===== config.mk =====
export PLATFORM = sky130hd
export DESIGN_NAME = fetch_decode
export DESIGN_NICKNAME = d
export VERILOG_FILES = /design/src/rtl/isa_pkg.sv /design/src/rtl/op_decode.sv /design/src/rtl/fetch_decode.sv
export SDC_FILE = /design/constraint.sdc
export NUM_CORES = 1
export LEC_CHECK = 0
export BUFFER_PORTS_ARGS = -buffer_cell sky130_fd_sc_hd__buf_2
export CAP_MARGIN = 20
export CORE_MARGIN = 10
export CORE_UTILIZATION = 48
export CTS_CLUSTER_DIAMETER = 30
export CTS_CLUSTER_SIZE = 10
export DETAILED_ROUTE_END_ITERATION = 16
export PLACE_DENSITY = 0.79
export SETUP_SLACK_MARGIN = 0.02
export SYNTH_ARGS = -nofsm -noshare
export SYNTH_HDL_FRONTEND = slang
export SYNTH_SLANG_ARGS = --single-unit

===== constraint.sdc =====
create_clock -name clk -period 2.3 [get_ports clk]
set_input_delay 0.46 -clock clk [delete_from_list [all_inputs] [get_ports clk]]
set_output_delay 0.46 -clock clk [all_outputs]
set_load 0.01 [all_outputs]

===== src/rtl/isa_pkg.sv =====
// Shared ISA definitions for the fetch/decode stage and the controller:
// 5-bit opcode values, opcode count, instruction field positions, fetch state.
package isa_pkg;

    localparam int N_OP = 23;

    localparam logic [4:0] OP_MOV       = 5'd0;
    localparam logic [4:0] OP_ADDI      = 5'd1;
    localparam logic [4:0] OP_SUBI      = 5'd2;
    localparam logic [4:0] OP_LHI       = 5'd3;
    localparam logic [4:0] OP_LLI       = 5'd4;
    localparam logic [4:0] OP_LDR       = 5'd5;
    localparam logic [4:0] OP_STR       = 5'd6;
    localparam logic [4:0] OP_ADD       = 5'd7;
    localparam logic [4:0] OP_ADC       = 5'd8;
    localparam logic [4:0] OP_SUB       = 5'd9;
    localparam logic [4:0] OP_SBB       = 5'd10;
    localparam logic [4:0] OP_CMP       = 5'd11;
    localparam logic [4:0] OP_BCC       = 5'd12;
    localparam logic [4:0] OP_BCS       = 5'd13;
    localparam logic [4:0] OP_BNE       = 5'd14;
    localparam logic [4:0] OP_BEQ       = 5'd15;
    localparam logic [4:0] OP_BAL       = 5'd16;
    localparam logic [4:0] OP_JMP       = 5'd17;
    localparam logic [4:0] OP_JAL_LABEL = 5'd18;
    localparam logic [4:0] OP_JAL_RM    = 5'd19;
    localparam logic [4:0] OP_JR        = 5'd20;
    localparam logic [4:0] OP_OUTR      = 5'd21;
    localparam logic [4:0] OP_HLT       = 5'd22;

    localparam int OPC_MSB  = 15;
    localparam int OPC_LSB  = 11;
    localparam int RD_MSB   = 10;
    localparam int RD_LSB   = 8;
    localparam int RM_MSB   = 7;
    localparam int RM_LSB   = 5;
    localparam int RN_MSB   = 4;
    localparam int RN_LSB   = 2;
    localparam int IMM8_MSB = 7;
    localparam int IMM5_MSB = 4;

    typedef enum logic {
        ST_RUN  = 1'b0,
        ST_HALT = 1'b1
    } fetch_state_t;

endpackage


===== src/rtl/op_decode.sv =====
// Opcode decoder: 16-bit instruction word to one-hot opcode plus illegal flag.
// Latency: purely combinational. Backpressure: none, no state.
module op_decode
    import isa_pkg::*;
(
    input  logic [15:0]     instr,
    output logic [N_OP-1:0] op_onehot,
    output logic            illegal
);

    logic [4:0] opc;
    logic       unused_fields;

    assign opc           = instr[OPC_MSB:OPC_LSB];
    assign unused_fields = ^instr[OPC_LSB-1:0];

    // Opcodes past HLT decode to an all-zero vector (NOP) and raise illegal.
    always_comb begin
        op_onehot = '0;
        for (int i = 0; i < N_OP; i++) begin
            op_onehot[i] = (opc == 5'(i));
        end
        illegal = (opc > OP_HLT);
    end

endmodule


===== src/rtl/fetch_decode.sv =====
// Fetch/decode stage: PC, sync imem read, registered decode; FETCH_ILLEGAL_TRAP_EN traps illegal ops.
// Latency: 2 edges from issue (or redirect/resume) to out_valid; 1 instruction/cycle.
// Backpressure: out_valid & ~out_ready freezes PC, pending read and outputs; imem_en drops.
module fetch_decode #(
    parameter int PC_W = 8,
    parameter int N_OP = 23
) (
    input  logic            clk,
    input  logic            rst,
    output logic            imem_en,
    output logic [PC_W-1:0] imem_addr,
    input  logic [15:0]     imem_rdata,
    output logic            out_valid,
    input  logic            out_ready,
    output logic [N_OP-1:0] op_onehot,
    output logic [2:0]      rd,
    output logic [2:0]      rm,
    output logic [2:0]      rn,
    output logic [7:0]      imm8,
    output logic [4:0]      imm5,
    output logic [PC_W-1:0] out_pc,
    input  logic            redirect_valid,
    input  logic [PC_W-1:0] redirect_pc,
    input  logic            resume,
    output logic            halted,
    output logic            illegal_op
);
    import isa_pkg::*;

`ifdef FETCH_ILLEGAL_TRAP_EN
    localparam bit TRAP_EN = 1'b1;
`else
    localparam bit TRAP_EN = 1'b0;
`endif

    fetch_state_t    state, state_d;
    logic [PC_W-1:0] pc_q;
    logic            pending;
    logic [N_OP-1:0] dec_onehot;
    logic            dec_illegal;
    logic            stall, load, issue, halt_req;

    op_decode u_op_decode (
        .instr     (imem_rdata),
        .op_onehot (dec_onehot),
        .illegal   (dec_illegal)
    );

    always_comb begin
        stall    = out_valid & ~out_ready;
        load     = pending & ~stall & ~redirect_valid;
        halt_req = load & (dec_onehot[OP_HLT] | (TRAP_EN & dec_illegal));
        issue    = (state == ST_RUN) & ~stall & ~redirect_valid;
        state_d  = state;
        if (redirect_valid) begin
            state_d = ST_RUN;
        end else if (halt_req) begin
            state_d = ST_HALT;
        end else if (state == ST_HALT && resume) begin
            state_d = ST_RUN;
        end
    end

    assign imem_en   = issue & ~rst;
    assign imem_addr = pc_q;
    assign halted    = (state == ST_HALT);

    always_ff @(posedge clk or posedge rst) begin
        if (rst) begin
            state <= ST_RUN;
        end else begin
            state <= state_d;
        end
    end

    // A halting load keeps pc_q at HLT+1 and drops the younger read already in flight.
    always_ff @(posedge clk or posedge rst) begin
        if (rst) begin
            pc_q      <= '0;
            pending   <= 1'b0;
            out_valid <= 1'b0;
            op_onehot <= '0;
            rd        <= '0;
            rm        <= '0;
            rn        <= '0;
            imm8      <= '0;
            imm5      <= '0;
            out_pc    <= '0;
        end else if (redirect_valid) begin
            pc_q      <= redirect_pc;
            pending   <= 1'b0;
            out_valid <= 1'b0;
        end else if (!stall) begin
            out_valid <= load;
            pending   <= issue & ~halt_req;
            if (issue && !halt_req) begin
                pc_q <= pc_q + PC_W'(1);
            end
            if (load) begin
                op_onehot <= dec_onehot;
                rd        <= imem_rdata[RD_MSB:RD_LSB];
                rm        <= imem_rdata[RM_MSB:RM_LSB];
                rn        <= imem_rdata[RN_MSB:RN_LSB];
                imm8      <= imem_rdata[IMM8_MSB:0];
                imm5      <= imem_rdata[IMM5_MSB:0];
                out_pc    <= pc_q - PC_W'(1);
            end
        end
    end

`ifdef FETCH_ILLEGAL_TRAP_EN
    always_ff @(posedge clk or posedge rst) begin
        if (rst) begin
            illegal_op <= 1'b0;
        end else if (redirect_valid) begin
            illegal_op <= 1'b0;
        end else if (load && dec_illegal) begin
            illegal_op <= 1'b1;
        end
    end
`else
    assign illegal_op = 1'b0;
`endif

endmodule


==> metrics, run 1 <==
width of the die about 90 µm; register area ~0.0013 mm²; startpoint-to-endpoint class of the critical path reg2reg; IO buf count just over 90; Die Ht about 91 µm; number of antenna violations at the first check in global routing 0; kind of capture point of the worst setup path register; non-filler cells in the finished layout around 410; Final Hold Violating Endpoints 0; kind of start point of the critical path register; pwr dens 771 mW/mm²; CP Data Required Time roughly 2.5 ns; part of the Yosys area used for sequential elements between 50% and 60%; reg-to-reg endpoint imem_addr[7]; count of final max-slew check failures 0; count of filler cells inserted in the layout 428; number of clock sinks seen by CTS 53; Slew headroom between 60 and 70%; cell with the largest stage delay on the worst path sky130_fd_sc_hd__dfrtp_1; combined buffer and inverter count along the critical path 0; clock tree buffer depth 2; met3 Use GR under 10%; total wire length between 6000 and 7000 µm; worst skew pair latency ~0.30 ns; area occupied by multi-input gates ~940 µm²; Mapped Area approximately 0.0024 mm²; unrepaired setup endpoints after global routing no; CTS Hold Buffers Added 0; setup-violating endpoint count in the final report 0; worst-case clock skew 0.00324 ns; largest voltage drop on the vdd net ~0.00039 V; total via count after detailed routing 2086; post-synth top area share 54.7%; maximum clock frequency ~530 MHz; vias in the first global route between 2000 and 2500; TritonCTS clock tree built; met2 demand-to-capacity share in global routing 23.7%; # resized after CTS 0; Power, Total between 2 and 2.5 mW; Syn. warnings 0; worst reg2reg startpoint imem_addr[3]; depth of the worst register-to-register path 4; type of the tightest min-delay check in2async; max-cap violations 0; Post-synth top cells 74 x sky130_fd_sc_hd__nand2_1, 53 x sky130_fd_sc_hd__dfrtp_1, 31 x sky130_fd_sc_hd__o21ai_0; number of CTS-inserted buffers 5; run status finished, final reports clean; register-to-register setup slack 0.43 ns; Tmin final around 1.9 ns; vias per inst between 5 and 6; clock transition at the registers of the reported paths roughly 0.090 ns; syn_nets between 200 and 300; Arrival @ worst endpoint about 2.1 ns; nets@finish between 300 and 400; maximum number of pins on one net before global-route repair 32; critical path's largest stage delay a little over 0.5 ns; reported leakage power around 1.6 nW; post-route fraction of the period consumed by the critical path between 80% and 90%; count of pins on the block boundary 94; row cnt 25; kind of cell with the highest combined delay on the critical path simple AND/OR/NAND/NOR gates; GRT Max-Usage Layer met2; Final GP Congestion 0.942; final-layout setup total negative slack 0 ns; global-route wire length before repair roughly 10000 µm; violation count after the first detailed-routing iteration 156; number of synthesized flops with an enable pin 0; CORE AREA 0.00482 mm²; number of antenna diodes 0; worst-path cell chain nand2_1, or4_4, or4_1, a31oi_1; flop and latch count out of synthesis 53; Post-synth ARST share 100%; cell count after placement around 400; number of buffers inserted to repair setup after CTS 0; most used flip-flop cell after synthesis sky130_fd_sc_hd__dfrtp_1; placed wire-length estimate 4950 µm; GR Util met1 17.3%; total congestion overflow after global routing 0; Antenna Nets Post-Route 0; ranking of synthesized cells by area sky130_fd_sc_hd__dfrtp_1 55%, sky130_fd_sc_hd__nand2_1 11%, sky130_fd_sc_hd__o21ai_0 6.4%; number of library cell types mapped by synthesis 46; number of cells produced by synthesis around 260; GR Util All Layers roughly 15%; Least-Margin Pin Slew around 0.52 ns; area of the die roughly 0.0083 mm²; H-tree lvl count 2; total iterations of the first detailed-routing run 4; average routed wire per standard cell around 15 µm; average instance area after synthesis around 9.4 µm²; Clk Tree Root Cell sky130_fd_sc_hd__clkbuf_8; initial cell density of the core roughly half; Worst Path Max Fanout 9; area delta synth->final 25.3%; DRC violation count after routing 0; cell accounting for the most synthesized area sky130_fd_sc_hd__dfrtp_1; layout cell share with drive strength beyond 1 33.3%; most repeated cell in the gate-level netlist after synthesis sky130_fd_sc_hd__nand2_1
==> through the flow <==
stage	cell area (µm²)	util [%]	setup WS, ns	hold slack (ns)
after floorplan	2430	-	0.469	0.514
after global placement	2910	60.3	0.440	0.452
after detailed placement	2910	60.3	0.413	0.464
after CTS	3040	63.1	0.435	0.204
after global routing	3040	63.1	0.358	0.232
final	3040	63.1	0.426	0.196
==> layout make-up <==
class,count,share of cell area (%)
multi-input combinational,175,31.0
sequential,53,43.6
clock buffer,5,2.26
clock inverter,3,2.14
timing repair buffer,99,17.3
inverter,7,0.865
tap,67,2.76
==> layer usage <==
| metal | vias to the layer above | share of wire, % | wire, µm |
|---|---|---|---|
| li1 | 1025 | - | - |
| met1 | 980 | 43 | 2630 |
| met2 | 76 | 46 | 2800 |
| met3 | 5 | 10 | 636 |
| met4 | 0 | 0.88 | 54 |
| met5 | - | 0 | 0 |
==> cells by family (layout without fill, tap and decap cells) <==
kind of cell / count (synthesis) / count (layout) / synth area share [%]
AO/OA/AOI/OAI: 48 / 48 / 12.1
multiplexers: 1 / 1 / 0.413
other: 1 / 1 / 0.155
buffers and inverters: 30 / 114 / 6.65
adder cells (fa/ha/maj): 2 / 2 / 1.03
XOR/XNOR: 8 / 8 / 2.89
AND/OR/NAND/NOR: 115 / 115 / 22.1
flip-flops: 53 / 53 / 54.7
==> flip-flops by register name, summed over array words and instances (netlist names) <==
signal     flops
op_onehot     23
out_pc         8
halted         1
out_valid      1
pending        1
rn             2
imm8           3
rd             3
imem_addr      8
rm             3
==> worst reg2reg max path, cell delays in order (launching register included) <==
cell                      delay, ns
sky130_fd_sc_hd__dfrtp_1       0.51
sky130_fd_sc_hd__nand2_1       0.12
sky130_fd_sc_hd__or4_4         0.51
sky130_fd_sc_hd__or4_1         0.47
sky130_fd_sc_hd__a31oi_1       0.18
==> power by group <==
group          total (mW)  internal [mW]  switching [mW]
Combinational       0.501          0.211           0.290
Sequential           1.11           1.03          0.0813
Clock               0.727          0.432           0.295
Total                2.34           1.68           0.666
==> cell usage in the layout, fill, tap and decap left out, drive strengths merged, types with 2 or more instances in the layout <==
cell,netlist,layout
or4,3,3
or4b,2,2
clkinv,1,2
a31oi,2,2
clkbuf,8,5
nor3b,2,2
nand3b,3,3
o21ai,31,31
inv,6,6
a22o,2,2
nand2,75,75
xnor2,6,6
dfrtp,53,53
xor2,2,2
nor4,2,2
o31ai,2,2
nand4b,2,2
ha,2,2
nand3,4,4
nor2,13,13
buf,15,99
bufinv,0,2
==> worst max-delay path by stage <==
stage,depth (start not counted),start,endpoint
after floorplan,5,redirect_valid,imem_addr[7]
after global placement,5,imem_rdata[11],imem_addr[4]
after detailed placement,5,imem_rdata[11],imem_addr[7]
after CTS,4,imem_addr[3],imem_addr[7]
after global routing,4,imem_addr[3],imem_addr[7]
final,4,imem_addr[3],imem_addr[7]
Note: power is estimated with default switching activity, not from simulation.
==> run 2: changes to the inputs <==
Clock period 2.3 ns to 1.9 ns, I/O delays scaled along.
==> metrics, run 2 (synthesis results as in run 1) <==
maximum clock frequency 570 MHz (+6.9%); number of antenna diodes 0 (unchanged); pwr dens 925 mW/mm² (+20%); vias in the first global route 2161 (+2.3%); number of buffers inserted to repair setup after CTS 0 (unchanged); critical path's largest stage delay 0.53 ns (+0.02 ns); worst reg2reg startpoint imem_addr[1]; area of the die 0.00830 mm² (unchanged); Largest Register op_onehot; post-place instance area 0.00296 mm² (+2.0%); total iterations of the first detailed-routing run 4 (unchanged); DRC violation count after routing 0 (unchanged); Final Hold Violating Endpoints 0 (unchanged); net switching power 0.818 mW (+23%); worst-path cell chain nand2_2, or4_4, or4_1, a31oi_1; type of the tightest min-delay check in2async; setup-violating endpoint count in the final report 0 (unchanged); clock transition at the registers of the reported paths 0.10 ns (about the same); nets@finish 378 (+1.6%); average routed wire per standard cell 14.6 µm (-2.3%); global-route wire length before repair 10100 µm (-0.40%); initial cell density of the core 50.4% (unchanged); CORE AREA 0.00482 mm² (unchanged); register-to-register setup slack 0.15 ns (-0.28 ns); Least-Margin Pin Slew 0.498 ns (-0.0264 ns); switching fraction of total power 28.6% (+0.12 points); total congestion overflow after global routing 0 (unchanged); Seq pwr share 46.7% (-0.9 points); worst-case clock skew 0.00575 ns (+0.00251 ns); H-tree lvl count 2 (unchanged); max-cap violations 0 (unchanged); non-filler cells in the finished layout 415 (+1.5%); final-layout setup total negative slack 0 ns (unchanged); depth of the worst register-to-register path 4 (unchanged); Power, Total 2.86 mW (+22%); cell count after placement 407 (+1.5%); Clock Power Share 31.1% (about the same); number of clock sinks seen by CTS 53 (unchanged); row cnt 25 (unchanged); total non-filler cell area in the finished layout 0.00310 mm² (+1.9%); violation count after the first detailed-routing iteration 125 (-20%); placed wire-length estimate 4720 µm (-4.7%); count of final max-slew check failures 0 (unchanged); dpl ws 0.107 ns (-0.307 ns); area occupied by multi-input gates 943 µm² (unchanged); Arrival @ worst endpoint 1.98 ns (-0.12 ns); reported leakage power 1.63 nW (+2.2%); IO buf count 92 (unchanged); Cell Int Power 2.05 mW (+22%); width of the die 91.1 µm (unchanged); Tmin final 1.75 ns (-0.121 ns); Clk Tree Root Cell sky130_fd_sc_hd__clkbuf_8; final core utilization 64.3% (+1.2 points); kind of start point of the critical path register; area delta synth->final 27.7%; reg-to-reg endpoint imem_addr[7]; maximum number of pins on one net before global-route repair 53 (+66%); final hold slack 0.0940 ns (-0.102 ns); number of antenna violations at the first check in global routing 0 (unchanged); cell with the largest stage delay on the worst path sky130_fd_sc_hd__or4_4; total via count after detailed routing 2094 (+0.38%); layout cell share with drive strength beyond 1 34.8% (+1.4 points); clock tree buffer depth 2 (unchanged); Worst Path Max Fanout 6 (-3); share of total power in combinational logic 22.2% (+0.8 points); kind of cell with the highest combined delay on the critical path simple AND/OR/NAND/NOR gates; TritonCTS clock tree built; number of CTS-inserted buffers 5 (unchanged); count of filler cells inserted in the layout 454 (+6.1%); combined buffer and inverter count along the critical path 0 (unchanged); Antenna Nets Post-Route 0 (unchanged); kind of capture point of the worst setup path register; count of pins on the block boundary 94 (unchanged); register area 0.00133 mm² (about the same); largest voltage drop on the vdd net 0.000471 V (+20%); total wire length 6070 µm (-0.88%); CP Data Required Time 2.13 ns (-0.39 ns); Final GP Congestion 0.880 (-6.5%); most used cells in the layout excluding fill and tap cells 92 x sky130_fd_sc_hd__buf_2, 74 x sky130_fd_sc_hd__nand2_1, 52 x sky130_fd_sc_hd__dfrtp_1, 31 x sky130_fd_sc_hd__o21ai_0, 13 x sky130_fd_sc_hd__nor2_1; startpoint-to-endpoint class of the critical path reg2reg; Die Ht 91.1 µm (unchanged); flip-flop count of the largest register after layout 23 (unchanged); worst skew pair latency 0.30 ns (about the same); post-route fraction of the period consumed by the critical path 92.3% (+11 points); fin worst setup slack 0.147 ns (-0.279 ns); vias per inst 5.05 (-1.1%); unrepaired setup endpoints after global routing no; GR Util All Layers 14.5% (-0.068 points); leading cell type in the layout, fill and taps excluded sky130_fd_sc_hd__buf_2; Slew headroom 65.9% (+1.2 points); run status finished, final reports clean
[run 2: worst max-delay path by stage]
stage | start | end | slack, ns | cells after the start
4_1_cts | imem_addr[1] | imem_addr[7] | 0.10 | 4
3_3_place_gp | redirect_valid | imem_addr[7] | 0.14 | 5
3_5_place_dp | redirect_valid | imem_addr[7] | 0.11 | 5
6_report | imem_addr[1] | imem_addr[7] | 0.15 | 4
2_1_floorplan | imem_addr[3] | imem_addr[7] | 0.09 | 5
5_1_grt | imem_addr[1] | imem_addr[7] | 0.06 | 4
[run 2: power by group through the flow]
stage	registers [mW]	clock network, mW	logic (mW)
2_1_floorplan	1.42	0	0.335
3_3_place_gp	1.35	0	0.638
3_5_place_dp	1.36	0	0.649
4_1_cts	1.34	0.899	0.651
5_1_grt	1.36	0.944	0.718
6_report	1.34	0.891	0.635
[run 2: final cells by class]
type | instances | share of cell area [%]
flip-flops and latches | 53 | 42.9
multi-input cells | 175 | 30.5
repair buffers | 105 | 18.8
well taps | 67 | 2.71
clock buffers | 5 | 2.22
clock inverters | 3 | 2.10
inverters | 7 | 0.848
[run 2: metal layers]
layer | global-route usage [%] | vias up | part of all wire, %
met5 | 0 | - | 0
met4 | 2.87 | 0 | 0.89
met3 | 6.26 | 6 | 9.8
met2 | 24.0 | 90 | 45
met1 | 17.3 | 963 | 44
li1 | - | 1035 | -
[run 2: repair_timing]
item | 4_1_cts | 5_1_grt
setup endpoints to repair | 0 | 1
hold buffers | 0 | 0
gates resized for setup | 0 | 1
==> run 3: changes to the inputs <==
Settings changed: CORE_MARGIN 10 to 3.
==> metrics, run 3 (synthesis results as in run 1) <==
run status finished, final reports clean; non-filler cells in the finished layout 415 (unchanged); Clk Tree Root Cell sky130_fd_sc_hd__clkbuf_8; cell count after placement 407 (unchanged); Worst Path Max Fanout 6 (unchanged); number of antenna violations at the first check in global routing 0 (unchanged); post-route fraction of the period consumed by the critical path 91.7% (-0.58 points); clock tree buffer depth 2 (unchanged); kind of start point of the critical path register; global-route wire length before repair 9200 µm (-9.3%); dpl ws 0.0977 ns (-0.00895 ns); final core utilization 63.4% (-0.91 points); vias in the first global route 1958 (-9.4%); pwr dens 851 mW/mm² (-7.9%); most used cells in the layout excluding fill and tap cells 92 x sky130_fd_sc_hd__buf_2, 74 x sky130_fd_sc_hd__nand2_1, 52 x sky130_fd_sc_hd__dfrtp_1, 31 x sky130_fd_sc_hd__o21ai_0, 13 x sky130_fd_sc_hd__nor2_1; row cnt 25 (unchanged); H-tree lvl count 2 (unchanged); nets@finish 378 (unchanged); count of final max-slew check failures 0 (unchanged); depth of the worst register-to-register path 4 (unchanged); clock transition at the registers of the reported paths 0.09 ns (about the same); Die Ht 77.1 µm (-15%); area of the die 0.00594 mm² (-28%); area delta synth->final 25.9%; IO buf count 92 (unchanged); total congestion overflow after global routing 0 (unchanged); total via count after detailed routing 2053 (-2.0%); Antenna Nets Post-Route 0 (unchanged); maximum clock frequency 574 MHz (+0.63%); placed wire-length estimate 3990 µm (-15%); setup-violating endpoint count in the final report 0 (unchanged); average routed wire per standard cell 12.8 µm (-12%); worst reg2reg startpoint imem_addr[1]; layout cell share with drive strength beyond 1 34.8% (unchanged); fin worst setup slack 0.158 ns (+0.0110 ns); total wire length 5310 µm (-12%); DRC violation count after routing 0 (unchanged); type of the tightest min-delay check in2async; largest voltage drop on the vdd net 0.000441 V (-6.3%); total iterations of the first detailed-routing run 4 (unchanged); Tmin final 1.74 ns (-0.0110 ns); kind of capture point of the worst setup path register; flip-flop count of the largest register after layout 23 (unchanged); CP Data Required Time 2.13 ns (about the same); GR Util All Layers 19.0% (+4.5 points); unrepaired setup endpoints after global routing no; violation count after the first detailed-routing iteration 173 (+38%); Arrival @ worst endpoint 1.97 ns (about the same); register-to-register setup slack 0.16 ns (about the same); final-layout setup total negative slack 0 ns (unchanged); count of filler cells inserted in the layout 408 (-10%); initial cell density of the core 50.4% (unchanged); leading cell type in the layout, fill and taps excluded sky130_fd_sc_hd__buf_2; Power, Total 2.60 mW (-9.2%); width of the die 77.1 µm (-15%); number of CTS-inserted buffers 5 (unchanged); number of clock sinks seen by CTS 53 (unchanged); startpoint-to-endpoint class of the critical path reg2reg; maximum number of pins on one net before global-route repair 54 (+1.9%); Final Hold Violating Endpoints 0 (unchanged); count of pins on the block boundary 94 (unchanged); worst skew pair latency 0.31 ns (about the same); CORE AREA 0.00482 mm² (unchanged); worst-case clock skew 0.00578 ns (+0.0000264 ns); Largest Register op_onehot; vias per inst 4.95 (-2.0%); area occupied by multi-input gates 943 µm² (unchanged); number of antenna diodes 0 (unchanged); Final GP Congestion 0.870 (-1.2%); reported leakage power 1.61 nW (-1.4%); reg-to-reg endpoint imem_addr[7]; register area 0.00133 mm² (unchanged); max-cap violations 0 (unchanged); TritonCTS clock tree built
## run 3: power by group
group          switching [mW]  total [mW]  internal (mW)
Sequential             0.0900        1.34           1.25
Combinational           0.350       0.623          0.272
Clock                   0.374       0.636          0.262
## run 3: worst max-delay path, stage by stage, from the launching register on
cell                      delay [ns]
sky130_fd_sc_hd__dfrtp_2        0.42
sky130_fd_sc_hd__nand2_2        0.08
sky130_fd_sc_hd__or4_4          0.53
sky130_fd_sc_hd__or4_1          0.48
sky130_fd_sc_hd__a31oi_1        0.17
## run 3: layout make-up
type                            instances  share of cell area, %
Clock buffer                            5                   2.25
Inverter                                7                  0.860
Sequential cell                        53                   43.5
Clock inverter                          3                  0.696
Multi-Input combinational cell        175                   30.9
Tap cell                               67                   2.74
Timing Repair Buffer                  105                   19.1
## run 3: metal layers
layer | routed length (µm) | global-route usage [%]
met5 | 0 | 0
met4 | 51 | 4.98
met3 | 379 | 4.11
met2 | 2480 | 31.5
met1 | 2400 | 25.5
## run 3: what timing repair did
action	CTS	global route
hold buffers	0	0
gates resized for setup	0	1
setup endpoints to repair	0	1
buffers inserted	0	0
## run 3: per-stage QoR
stage / hold slack (ns) / instance area (µm²)
2_1_floorplan: 0.485 / 2430
3_3_place_gp: 0.456 / 2960
3_5_place_dp: 0.459 / 2960
4_1_cts: 0.122 / 3050
5_1_grt: 0.146 / 3050
6_report: 0.0958 / 3050
## run 3: how the worst max path moves through the flow
| stage | start | depth (start not counted) | slack, ns | end |
|---|---|---|---|---|
| after CTS | imem_addr[1] | 4 | 0.11 | imem_addr[7] |
| after global routing | out_valid | 4 | 0.06 | imem_en |
| final | imem_addr[1] | 4 | 0.16 | imem_addr[7] |
| after detailed placement | redirect_valid | 5 | 0.1 | imem_addr[7] |
| after floorplan | imem_addr[3] | 5 | 0.09 | imem_addr[7] |
| after global placement | redirect_valid | 5 | 0.10 | imem_addr[7] |
